**src/rtl/mem_arbiter_pkg.sv**
```systemverilog
// mem_arb_pkg: shared definitions for the data-memory arbiter.
//   owner_t      : which requester the read data of the previous cycle belongs to
//   MAX_WAIT_DEF : default number of denied cycles before the peripheral wins
package mem_arb_pkg;

  localparam int ADDR_W_DEF   = 16;
  localparam int DATA_W_DEF   = 16;
  localparam int MAX_WAIT_DEF = 4;

  typedef enum logic [1:0] {
    OWN_NONE = 2'd0,
    OWN_CPU  = 2'd1,
    OWN_PER  = 2'd2
  } owner_t;

endpackage

```
**src/rtl/mem_arbiter_if.sv**
```systemverilog
// mem_arb_req_if: one requester port of the memory arbiter.
//   req/we/addr/wdata : request, held stable by the requester until gnt
//   gnt               : access accepted on the coming rising edge
//   rvalid/rdata      : read return, one cycle after the granted read
// master = requester side, slave = arbiter side.
interface mem_arb_req_if #(
  parameter int ADDR_W = 16,
  parameter int DATA_W = 16
);
  logic              req;
  logic              we;
  logic [ADDR_W-1:0] addr;
  logic [DATA_W-1:0] wdata;
  logic              gnt;
  logic              rvalid;
  logic [DATA_W-1:0] rdata;

  modport master (output req, we, addr, wdata, input gnt, rvalid, rdata);
  modport slave  (input req, we, addr, wdata, output gnt, rvalid, rdata);
endinterface

```
**src/rtl/mem_arbiter_wait_counter.sv**
```systemverilog
// arb_wait_counter: saturating 4-bit count of consecutive denied peripheral cycles.
//   clk, rst  : clock, async active-low reset
//   inc       : count one more denied cycle (stops at limit)
//   clr       : restart from zero (takes priority over inc)
//   limit     : saturation value
//   at_limit  : count has reached limit
module arb_wait_counter (
  input  logic       clk,
  input  logic       rst,
  input  logic       inc,
  input  logic       clr,
  input  logic [3:0] limit,
  output logic       at_limit
);

  logic [3:0] cnt_q;

  always_ff @(posedge clk or negedge rst) begin
    if (!rst) begin
      cnt_q <= 4'd0;
    end else if (clr) begin
      cnt_q <= 4'd0;
    end else if (inc && (cnt_q < limit)) begin
      cnt_q <= cnt_q + 4'd1;
    end
  end

  assign at_limit = (cnt_q >= limit);

endmodule

```
**src/rtl/mem_arbiter.sv**
```systemverilog
// mem_arbiter: shares a single-port synchronous-read memory between the CPU
// (fixed priority) and a peripheral master (anti-starvation after MAX_WAIT
// denied cycles). Read data is routed back by an owner register.
//   clk, rst            : clock, async active-low reset
//   cpu, per            : requester ports (mem_arb_req_if.slave)
//   mem_addr/wdata/we   : memory port, driven by the granted requester
//   mem_rdata           : memory read data, one cycle after the address
//
// owner_q state | meaning
// OWN_NONE      | no read in flight, both rvalid low
// OWN_CPU       | CPU read granted last cycle, mem_rdata belongs to CPU
// OWN_PER       | peripheral read granted last cycle, mem_rdata belongs to peripheral
module mem_arbiter
  import mem_arb_pkg::*;
#(
  parameter int ADDR_W   = ADDR_W_DEF,
  parameter int DATA_W   = DATA_W_DEF,
  parameter int MAX_WAIT = MAX_WAIT_DEF
) (
  input  logic              clk,
  input  logic              rst,
  mem_arb_req_if.slave      cpu,
  mem_arb_req_if.slave      per,
  output logic [ADDR_W-1:0] mem_addr,
  output logic [DATA_W-1:0] mem_wdata,
  output logic              mem_we,
  input  logic [DATA_W-1:0] mem_rdata
);

  localparam logic [3:0] LIMIT = 4'(MAX_WAIT);

  logic   cpu_gnt;
  logic   per_gnt;
  logic   per_at_limit;
  logic   per_denied;
  owner_t owner_q;

  // Peripheral only overrides the CPU once it has been denied LIMIT times in a row.
  assign cpu_gnt    = cpu.req & ~(per.req & per_at_limit);
  assign per_gnt    = per.req & ~cpu_gnt;
  assign per_denied = per.req & ~per_gnt;

  assign cpu.gnt = cpu_gnt;
  assign per.gnt = per_gnt;

  arb_wait_counter u_wait_cnt (
    .clk      (clk),
    .rst      (rst),
    .inc      (per_denied),
    .clr      (~per_denied),
    .limit    (LIMIT),
    .at_limit (per_at_limit)
  );

  always_comb begin
    mem_addr  = '0;
    mem_wdata = '0;
    mem_we    = 1'b0;
    if (cpu_gnt) begin
      mem_addr  = cpu.addr;
      mem_wdata = cpu.wdata;
      mem_we    = cpu.we;
    end else if (per_gnt) begin
      mem_addr  = per.addr;
      mem_wdata = per.wdata;
      mem_we    = per.we;
    end
    // Requests are still arbitrated in reset, but the memory must never be written.
    if (!rst) begin
      mem_we = 1'b0;
    end
  end

  always_ff @(posedge clk or negedge rst) begin
    if (!rst) begin
      owner_q <= OWN_NONE;
    end else if (cpu_gnt && !cpu.we) begin
      owner_q <= OWN_CPU;
    end else if (per_gnt && !per.we) begin
      owner_q <= OWN_PER;
    end else begin
      owner_q <= OWN_NONE;
    end
  end

  assign cpu.rvalid = (owner_q == OWN_CPU);
  assign per.rvalid = (owner_q == OWN_PER);
  assign cpu.rdata  = (owner_q == OWN_CPU) ? mem_rdata : '0;
  assign per.rdata  = (owner_q == OWN_PER) ? mem_rdata : '0;

endmodule
```
**src/flat_wrapper.sv**
```systemverilog
// flat-port wrapper written by rule: the top's interface ports become plain ports
module mem_arbiter_flat import mem_arb_pkg::*;
#(
  parameter int ADDR_W   = ADDR_W_DEF,
  parameter int DATA_W   = DATA_W_DEF,
  parameter int MAX_WAIT = MAX_WAIT_DEF
)
  (clk, rst, mem_addr, mem_wdata, mem_we, mem_rdata, cpu_req, cpu_we, cpu_addr, cpu_wdata, cpu_gnt, cpu_rvalid, cpu_rdata, per_req, per_we, per_addr, per_wdata, per_gnt, per_rvalid, per_rdata);
  mem_arb_req_if #(.ADDR_W(ADDR_W), .DATA_W(DATA_W)) cpu_i ();
  mem_arb_req_if #(.ADDR_W(ADDR_W), .DATA_W(DATA_W)) per_i ();
  input  logic clk;
  input  logic rst;
  output logic [ADDR_W-1:0] mem_addr;
  output logic [DATA_W-1:0] mem_wdata;
  output logic mem_we;
  input  logic [DATA_W-1:0] mem_rdata;
  input wire logic [$bits(cpu_i.req)-1:0] cpu_req;
  input wire logic [$bits(cpu_i.we)-1:0] cpu_we;
  input wire logic [$bits(cpu_i.addr)-1:0] cpu_addr;
  input wire logic [$bits(cpu_i.wdata)-1:0] cpu_wdata;
  output wire logic [$bits(cpu_i.gnt)-1:0] cpu_gnt;
  output wire logic [$bits(cpu_i.rvalid)-1:0] cpu_rvalid;
  output wire logic [$bits(cpu_i.rdata)-1:0] cpu_rdata;
  input wire logic [$bits(per_i.req)-1:0] per_req;
  input wire logic [$bits(per_i.we)-1:0] per_we;
  input wire logic [$bits(per_i.addr)-1:0] per_addr;
  input wire logic [$bits(per_i.wdata)-1:0] per_wdata;
  output wire logic [$bits(per_i.gnt)-1:0] per_gnt;
  output wire logic [$bits(per_i.rvalid)-1:0] per_rvalid;
  output wire logic [$bits(per_i.rdata)-1:0] per_rdata;
  assign cpu_i.req = cpu_req;
  assign cpu_i.we = cpu_we;
  assign cpu_i.addr = cpu_addr;
  assign cpu_i.wdata = cpu_wdata;
  assign cpu_gnt = cpu_i.gnt;
  assign cpu_rvalid = cpu_i.rvalid;
  assign cpu_rdata = cpu_i.rdata;
  assign per_i.req = per_req;
  assign per_i.we = per_we;
  assign per_i.addr = per_addr;
  assign per_i.wdata = per_wdata;
  assign per_gnt = per_i.gnt;
  assign per_rvalid = per_i.rvalid;
  assign per_rdata = per_i.rdata;
  mem_arbiter #(.ADDR_W(ADDR_W), .DATA_W(DATA_W), .MAX_WAIT(MAX_WAIT)) u_core (.clk(clk), .rst(rst), .cpu(cpu_i), .per(per_i), .mem_addr(mem_addr), .mem_wdata(mem_wdata), .mem_we(mem_we), .mem_rdata(mem_rdata));
endmodule
```
**config.mk**
```make
export PLATFORM = sky130hd
export DESIGN_NAME = mem_arbiter_flat
export DESIGN_NICKNAME = d
export VERILOG_FILES = /design/src/rtl/mem_arbiter_pkg.sv /design/src/rtl/mem_arbiter_if.sv /design/src/rtl/mem_arbiter_wait_counter.sv /design/src/rtl/mem_arbiter.sv /design/src/flat_wrapper.sv
export SDC_FILE = /design/constraint.sdc
export NUM_CORES = 1
export LEC_CHECK = 0
export ABC_AREA = 0
export CORE_AREA = 2 2 69 71
export CTS_BUF_LIST = sky130_fd_sc_hd__clkbuf_2
export CTS_CLUSTER_DIAMETER = 30
export DETAILED_ROUTE_END_ITERATION = 7
export DIE_AREA = 0 0 71 73
export PLACE_DENSITY = 0.84
export SLEW_MARGIN = 15
export SYNTH_ARGS = -nofsm -noshare
export SYNTH_HDL_FRONTEND = slang
export SYNTH_HIERARCHICAL = 1
export SYNTH_SLANG_ARGS = --single-unit
```
**constraint.sdc**
```tcl
create_clock -name clk -period 4.86 [get_ports clk]
set_input_delay 0.972 -clock clk [delete_from_list [all_inputs] [get_ports clk]]
set_output_delay 0.972 -clock clk [all_outputs]
set_load 0.01 [all_outputs]
```
==> qor_table.md, run 1 <==
| Stage | Result | This run |
| --- | --- | --- |
| logic synthesis | Number of distinct library cells after synthesis | 29 |
| setup path | Most frequent cell on the critical path | clkdlybuf4s50_1 |
| final layout | Layout overhead on the synthesized area | 126% |
| timing | Worst-case clock skew | 0.00307 ns |
| setup path | R2R Setup Slk | 2.37 ns |
| clocking | Clock root buffer master | clkbuf_2 |
| global routing | All-Layer GR Usage | 18.1% |
| timing | Clock period minus final worst setup slack | 4.08 ns |
| setup path | Count of cell instances traversed by the critical path | 4 |
| clocking | Clock-pin slew of the registers on the worst-case setup and hold paths | 0.06 ns |
| timing | Final-report setup violation count | 0 |
| logic synthesis | Number of enable-type register cells in the synthesized netlist | 0 |
| route | Highest metal layer used by the detailed router | met4 |
| power | Cell area power density | 117 nW/µm² |
| final layout | Number of cells in the finished layout apart from fillers | 330 |
| floorplan | Count of boundary I/O pins | 155 |
| logic synthesis | Synth Register Bits | 6 |
| placed design | # port buffers | 154 |
| min path | Endpoint with the worst hold slack | u_core/u_wait_cnt/cnt_q[1]$_DFFE_PN0P_ |
| setup path | Critical R2R Capture | u_core/u_wait_cnt/cnt_q[2]$_DFFE_PN0P_ |
| clocking | Total setup buffers inserted after CTS | 0 |
| placed design | Global placer's final weighted congestion | 0.748 |
| logic synthesis | Ranking of synthesized cells by area | a32o_2 (30%), and2_1 (19%), dfrtp_1 (12%), ha_1 (5.2%), buf_6 (3.7%) |
| global routing | Number of global-route vias before repair | 1,545 |
| clocking | Post-cts hold buffer count | 0 |
| logic synthesis | Adder and majority gate portion of the synthesized area | 5.20% |
| route | Wire length after detailed routing | 5.17 mm |
| route | Total via count in the routed design | 1,596 |
| timing | Total negative slack | 0 ns |
| logic synthesis | Flip-flop cell with the highest count after synthesis | dfrtp_1 |
| min path | Worst hold path startpoint | u_core/u_wait_cnt/cnt_q[1]$_DFFE_PN0P_ |
| route | Met3 Wirelength | 375 µm |
| placed design | Post-DP HPWL | 4.15 mm |
| global routing | Number of antenna violations at the first check in global routing | 0 |
| route | Metal2 WL | 2.70 mm |
| final layout | Final cell utilization of the core | 60.0% |
| min path | Hold Path Stages | 2 |
| placed design | Pre-CTS setup slack | 0.826 ns |
| timing | Worst hold margin | 0.604 ns |
| logic synthesis | Fraction of synthesized area in multiplexers | 3.64% |
| floorplan | Chip width | 71 µm |
| timing | Setup repair after global routing missed its margin | false |
| timing | Maximum frequency from static timing analysis | 0.245 GHz |
| logic synthesis | Cells after synthesis | 129 |
| min path | Type of the most critical hold path | reg2reg |
| floorplan | Std-Cell Rows | 25 |
| timing | Worst Tran Pin Value | 0.949 ns |
| final layout | Final design area excluding fillers | 2720 µm² |
| placed design | Cell count after placement | 327 |
| placed design | Area after DPL | 2710 µm² |
| power | Leakage power of the design | 1.18 nW |
| setup path | Largest stage delay, worst path | 0.79 ns |
| setup path | Critical-path cell with the highest stage delay | a21boi_4 |
| logic synthesis | Cell area after technology mapping | 1200 µm² |
| flow run | Max_cap viols | 0 |
| power | Total power of the final layout | 0.320 mW |
| setup path | Critical Path Fanout Max | 35 |
| setup path | Worst Setup Path Type | in2out |
| setup path | Count of buffer and inverter cells on the critical path | 2 |
| clocking | CTS sink cnt | 6 |
| timing | Worst-case headroom to the max-slew limit | 36.6% |
| logic synthesis | Average size of a mapped cell | 9.32 µm² |
| clocking | Max clock buf depth | 2 |
| clocking | H-Tree Level Count | 1 |
| setup path | Setup crit end kind | output pin |
| setup path | Arrival time at the worst endpoint | 3.11 ns |
| logic synthesis | Fraction of the yosys area taken by sequential cells | 12.5% |
| route | Number of detailed-route iterations in the first pass | 4 |
| logic synthesis | YS warnings | 6 |
| setup path | Kind of cell adding the most delay to the critical path | buffers and inverters |
| setup path | Data required time of the critical path | 3.89 ns |
| setup path | Source of the worst register-to-register timing path | u_core/u_wait_cnt/cnt_q[1]$_DFFE_PN0P_ |
| global routing | Global route overflow | 0 |
| logic synthesis | Simple-gate area share of the yosys netlist | 32.6% |
| logic synthesis | Most area-hungry cell type in the Yosys netlist | a32o_2 |
| setup path | Register-to-Register Path Depth | 9 |
| timing | Max-slew violation total from the final report | 0 |
| power | Worst VDD drop | 0.0805 mV |
| outcome | Run status | finished, final reports clean |
| timing | Worst Setup Slack, final | 0.781 ns |
| clocking | Clk Latency, worst-skew pair | 0.22 ns |
| clocking | Count of cells resized by post-cts repair | 0 |
| final layout | NumNets Final | 369 |
| route | Wire length per cell | 15.7 µm |
| setup path | Cell breakdown of the critical path | clkdlybuf4s50_1, a21boi_4, a32o_2, clkdlybuf4s50_1 |
| route | Vias per inst | 4.84 |
| route | Count of unresolved DRC violations after routing | 0 |
| logic synthesis | Fraction of post-synthesis cell area in the top cell type by area | 30.0% |
| global routing | Wire length of the first global-routing pass | 7.63 mm |
| clocking | TritonCTS Buffers | 3 |
| clocking | Clock tree from TritonCTS | built |
| final layout | Diodes inserted | 0 |
| route | Post-route antenna net violation count | 0 |
| timing | Hold Violations, Final | 0 |
| route | Drt initial violations | 53 |
| logic synthesis | Post-synthesis xor/xnor area fraction | 0% |
| floorplan | Die boundary height | 73 µm |
| route | Routed metal-1 wirelength | 2.07 mm |
| floorplan | Area enclosed by the die boundary | 5180 µm² |
| global routing | Largest net degree at the start of global routing | 38 |
| logic synthesis | Main combinational cell family by area after synthesis | compound AO/OA/AOI/OAI gates |
| logic synthesis | Fraction of synthesis flops using an asynchronous set or reset pin | 100% |
| timing | Ratio of final minimum period to clock period | 83.9% |
| setup path | Type of element launching the critical path | input port |
| final layout | Fraction of final layout cells with drive strength greater than 1 | 17.4% |
| floorplan | Core footprint | 4540 µm² |
| floorplan | Initial cell density of the core | 26.5% |
| logic synthesis | Compound-cell area share of the yosys netlist | 34.2% |
-- synthesized netlist by cell type, drive strengths merged (2+ instances only) --
library cell and number:
a32o 33, and2 36, and2b 4, buf 13, conb 2, dfrtp 6
ha 5, inv 4, mux2 3, nand2 2, nand2b 3, nor2 5
nor2b 3, nor3b 2
-- flip-flops by register name (all words and copies together), names as in the netlist --
register,flops
u_core/owner_q,2
u_core/u_wait_cnt/cnt_q,4
-- final cells by class --
class                   instances  area (µm²)
multi-input cells             108         925
inverters                       4        15.0
well taps                      54        67.6
flip-flops and latches          6         150
repair buffers                155        1550
clock buffers                   3        15.0
fillers                       428        1810
-- layout by cell type, fill, tap and decap left out, drive strengths merged --
cell type      count
a21oi              1
nor2               5
nand3b             1
inv                4
a21boi             1
nor3               1
buf                1
nand2              2
nand4              1
o211a              1
nand3              1
and2              36
nand2b             3
ha                 5
mux2i              1
nor2b              3
nor3b              2
clkdlybuf4s50    154
and2b              4
conb               4
a32o              33
clkbuf             3
mux2               3
dfrtp              6
-- logic make-up after synthesis --
kind of cell	after synthesis
and+or+nand+nor	59
AOI/OAI and AO/OA	36
buffers and inverters	17
DFF	6
adders and majority gates	5
muxes	4
other	2
-- report_power, final --
| part | internal, mW | switching [mW] | total (mW) |
|---|---|---|---|
| combinational | 0.152 | 0.0806 | 0.233 |
| clock | 0.0167 | 0.0181 | 0.0349 |
| sequential | 0.0512 | 0.000718 | 0.0519 |
-- routing by layer --
metal | track usage (%) | up-vias
met5 | 0 | -
li1 | - | 784
met4 | 3.77 | 0
met2 | 33.2 | 89
met3 | 3.31 | 4
met1 | 21.9 | 719
-- tightest hold or removal path, stage by stage (launching register included) --
cell      delay [ns]
dfrtp_1         0.42
nand2b_1        0.09
mux2i_1         0.06
-- worst max path at each step --
| stage | start | endpoint | slack (ns) |
|---|---|---|---|
| floorplan | u_core/u_wait_cnt/cnt_q[1]$_DFFE_PN0P_ | mem_addr[0] | 2.00 |
| global placement | cpu_req | mem_wdata[12] | 0.82 |
| detailed placement | cpu_req | mem_addr[2] | 0.83 |
| CTS | u_core/u_wait_cnt/cnt_q[1]$_DFFE_PN0P_ | mem_addr[2] | 0.81 |
| global route | u_core/u_wait_cnt/cnt_q[1]$_DFFE_PN0P_ | mem_addr[2] | 0.65 |
| finish | cpu_req | mem_addr[2] | 0.78 |
(Power assumes the default switching activity.)
==> inputs of run 2 (changes only) <==
--- a/config.mk
+++ b/config.mk
@@ -6,12 +6,12 @@
 export NUM_CORES = 1
 export LEC_CHECK = 0
 export ABC_AREA = 0
-export CORE_AREA = 2 2 69 71
+export CORE_AREA = 2 2 72 74
 export CTS_BUF_LIST = sky130_fd_sc_hd__clkbuf_2
 export CTS_CLUSTER_DIAMETER = 30
 export DETAILED_ROUTE_END_ITERATION = 7
-export DIE_AREA = 0 0 71 73
-export PLACE_DENSITY = 0.84
+export DIE_AREA = 0 0 74 76
+export PLACE_DENSITY = 0.77
 export SLEW_MARGIN = 15
 export SYNTH_ARGS = -nofsm -noshare
 export SYNTH_HDL_FRONTEND = slang
==> constraint.sdc (replaced) <==
create_clock -name clk -period 4.2 [get_ports clk]
set_input_delay 0.84 -clock clk [delete_from_list [all_inputs] [get_ports clk]]
set_output_delay 0.84 -clock clk [all_outputs]
set_load 0.01 [all_outputs]
==> run 2 against run 1 <==
Effect of this change:
- via count about the same
- worst hold slack better by 0.0012 ns
- clock-buffer cell count unchanged
- critical path depth up 4
- cell area up 1.0%
- die area up 8.5%
- power up 16%
- critical path type is now reg2out
- critical endpoint is now mem_addr[4]
- largest power group unchanged
- highest routed layer unchanged
==> qor_table.md, run 2 (synthesized netlist as in run 1, its figures left out) <==
| Stage | Result | This run |
| --- | --- | --- |
| flow run | Max_cap viols | 0 |
| clocking | H-Tree Level Count | 1 |
| setup path | Critical-path cell with the highest stage delay | clkdlybuf4s50_1 |
| setup path | Type of element launching the critical path | register |
| power | NetSw | 0.116 mW |
| floorplan | Count of boundary I/O pins | 155 |
| timing | Max-slew violation total from the final report | 0 |
| power | Total power of the final layout | 0.371 mW |
| setup path | Arrival time at the worst endpoint | 2.89 ns |
| clocking | CTS sink cnt | 6 |
| min path | Hold Path Stages | 2 |
| route | Wire length after detailed routing | 4.98 mm |
| route | Count of unresolved DRC violations after routing | 0 |
| timing | Worst hold margin | 0.605 ns |
| min path | Endpoint with the worst hold slack | u_core/u_wait_cnt/cnt_q[1]$_DFFE_PN0P_ |
| setup path | Data required time of the critical path | 3.36 ns |
| route | Vias per inst | 4.60 |
| global routing | Global route overflow | 0 |
| final layout | Max FFs per register | 4 |
| outcome | Run status | finished, final reports clean |
| clocking | Max clock buf depth | 2 |
| setup path | Critical R2R Capture | u_core/u_wait_cnt/cnt_q[2]$_DFFE_PN0P_ |
| floorplan | Initial cell density of the core | 24.5% |
| floorplan | Area enclosed by the die boundary | 5620 µm² |
| placed design | Post-DP HPWL | 3.99 mm |
| final layout | Area used by multi-input combinational logic | 925 µm² |
| final layout | Fraction of final layout cells with drive strength greater than 1 | 17.7% |
| setup path | Largest stage delay, worst path | 0.56 ns |
| floorplan | Die boundary height | 76 µm |
| timing | Ratio of final minimum period to clock period | 88.7% |
| global routing | Wire length of the first global-routing pass | 7.73 mm |
| power | Leakage power of the design | 1.18 nW |
| route | Post-route antenna net violation count | 0 |
| global routing | All-Layer GR Usage | 17.0% |
| power | Sequential power share | 16.1% |
| timing | Clock period minus final worst setup slack | 3.73 ns |
| clocking | Post-cts hold buffer count | 0 |
| final layout | Largest registers ranked by flip-flop count | u_core/u_wait_cnt/cnt_q: 4 flops, u_core/owner_q: 2 flops |
| route | Drt initial violations | 39 |
| setup path | Critical Path Fanout Max | 33 |
| route | Total via count in the routed design | 1,597 |
| clocking | TritonCTS Buffers | 3 |
| power | Comb power frac | 72.6% |
| timing | Total negative slack | 0 ns |
| route | Number of detailed-route iterations in the first pass | 4 |
| placed design | Global placer's final weighted congestion | 0.743 |
| min path | Type of the most critical hold path | reg2reg |
| timing | Final-report setup violation count | 0 |
| setup path | Register-to-Register Path Depth | 9 |
| timing | Setup repair after global routing missed its margin | false |
| timing | Worst-case clock skew | 0.00794 ns |
| floorplan | Core footprint | 4910 µm² |
| placed design | # port buffers | 154 |
| global routing | Number of antenna violations at the first check in global routing | 0 |
| clocking | Clock root buffer master | clkbuf_2 |
| power | Worst VDD drop | 0.0954 mV |
| final layout | Diodes inserted | 0 |
| timing | Maximum frequency from static timing analysis | 0.268 GHz |
| global routing | Number of global-route vias before repair | 1,561 |
| clocking | Total setup buffers inserted after CTS | 0 |
| final layout | Most flops, register | u_core/u_wait_cnt/cnt_q |
| final layout | Most common cell after layout, fill and taps aside | clkdlybuf4s50_1 |
| setup path | Worst Setup Path Type | reg2out |
| final layout | Commonest non-fill, non-tap cells in the layout | clkdlybuf4s50_1 (154), and2_1 (36), a32o_2 (32), dfrtp_1 (6), ha_1 (5) |
| timing | Hold Violations, Final | 0 |
| power | Cell area power density | 135 nW/µm² |
| final layout | NumNets Final | 370 |
| power | Proportion of total power due to net switching | 31.2% |
| clocking | Clock tree from TritonCTS | built |
| floorplan | Chip width | 74 µm |
| route | Wire length per cell | 14.3 µm |
| power | Internal Dissipation | 0.255 mW |
| clocking | Clk Latency, worst-skew pair | 0.22 ns |
| global routing | Largest net degree at the start of global routing | 38 |
| floorplan | Std-Cell Rows | 26 |
| clocking | Count of cells resized by post-cts repair | 0 |
| setup path | Cell breakdown of the critical path | ha_1, nor2b_4, o211a_4, nand3b_1, a21boi_4, buf_4, a32o_2, clkdlybuf4s50_1 |
| setup path | Source of the worst register-to-register timing path | u_core/u_wait_cnt/cnt_q[1]$_DFFE_PN0P_ |
| setup path | Setup crit end kind | output pin |
| final layout | Sequential cell area in the final layout | 150 µm² |
| setup path | R2R Setup Slk | 1.71 ns |
| min path | Worst hold path startpoint | u_core/u_wait_cnt/cnt_q[1]$_DFFE_PN0P_ |
| final layout | Layout overhead on the synthesized area | 129% |
| power | Clk pwr share | 11.3% |
| final layout | Filler instances | 465 |
| clocking | Clock-pin slew of the registers on the worst-case setup and hold paths | 0.06 ns |
## run 2: cell count changes in the layout (fill, tap and decap cells not counted), sizes merged
| cell | previous run | this run |
|---|---|---|
| buf | 1 | 2 |
## run 2: worst max-delay path by stage
stage,end,start
2_1_floorplan,mem_addr[0],u_core/u_wait_cnt/cnt_q[1]$_DFFE_PN0P_
3_3_place_gp,mem_addr[14],cpu_req
3_5_place_dp,mem_addr[14],cpu_req
4_1_cts,mem_addr[14],u_core/u_wait_cnt/cnt_q[1]$_DFFE_PN0P_
5_1_grt,mem_addr[14],u_core/u_wait_cnt/cnt_q[1]$_DFFE_PN0P_
6_report,mem_addr[4],u_core/u_wait_cnt/cnt_q[1]$_DFFE_PN0P_
## run 2: worst max-delay path: cells and delay by family (launching register included)
kind,cells,cell delay (ns)
flip-flops,1,0.41
AND/OR/NAND/NOR,2,0.40
AO/OA/AOI/OAI,3,0.65
adder cells (fa/ha/maj),1,0.27
buffers and inverters,2,0.91
## run 2: final cells by class
| type | count | area share, % |
|---|---|---|
| well taps | 70 | 3.19 |
| repair buffers | 156 | 56.6 |
| inverters | 4 | 0.546 |
| multi-input cells | 108 | 33.6 |
| clock buffers | 3 | 0.546 |
| flip-flops and latches | 6 | 5.46 |
## run 2: layer usage
| metal | wire (µm) | up-vias | global-route usage [%] | share of wire (%) |
|---|---|---|---|---|
| met5 | 0 | - | 0 | 0 |
| met4 | 46 | 0 | 3.45 | 0.92 |
| met3 | 578 | 4 | 5.69 | 12 |
| met2 | 2370 | 99 | 29.9 | 48 |
| met1 | 1990 | 706 | 19.5 | 40 |
| li1 | - | 788 | - | - |
## run 2: power by group through the flow
| stage | Sequential, mW | Combinational [mW] | Clock [mW] |
|---|---|---|---|
| 2_1_floorplan | 0.0608 | 0.110 | 0 |
| 3_3_place_gp | 0.0610 | 0.268 | 0 |
| 3_5_place_dp | 0.0611 | 0.270 | 0 |
| 4_1_cts | 0.0599 | 0.272 | 0.0458 |
| 5_1_grt | 0.0601 | 0.288 | 0.0499 |
| 6_report | 0.0599 | 0.269 | 0.0419 |
## run 2: per-stage QoR
stage                     util [%]  cells  setup WS [ns]  instance area (µm²)
after global placement        55.7    344          0.674                 2730
after floorplan                  -    131           1.47                 1210
after CTS                     56.0    347          0.443                 2750
after global routing          56.0    347          0.314                 2750
final                         56.0    347          0.474                 2750
after detailed placement      55.7    344          0.639                 2730
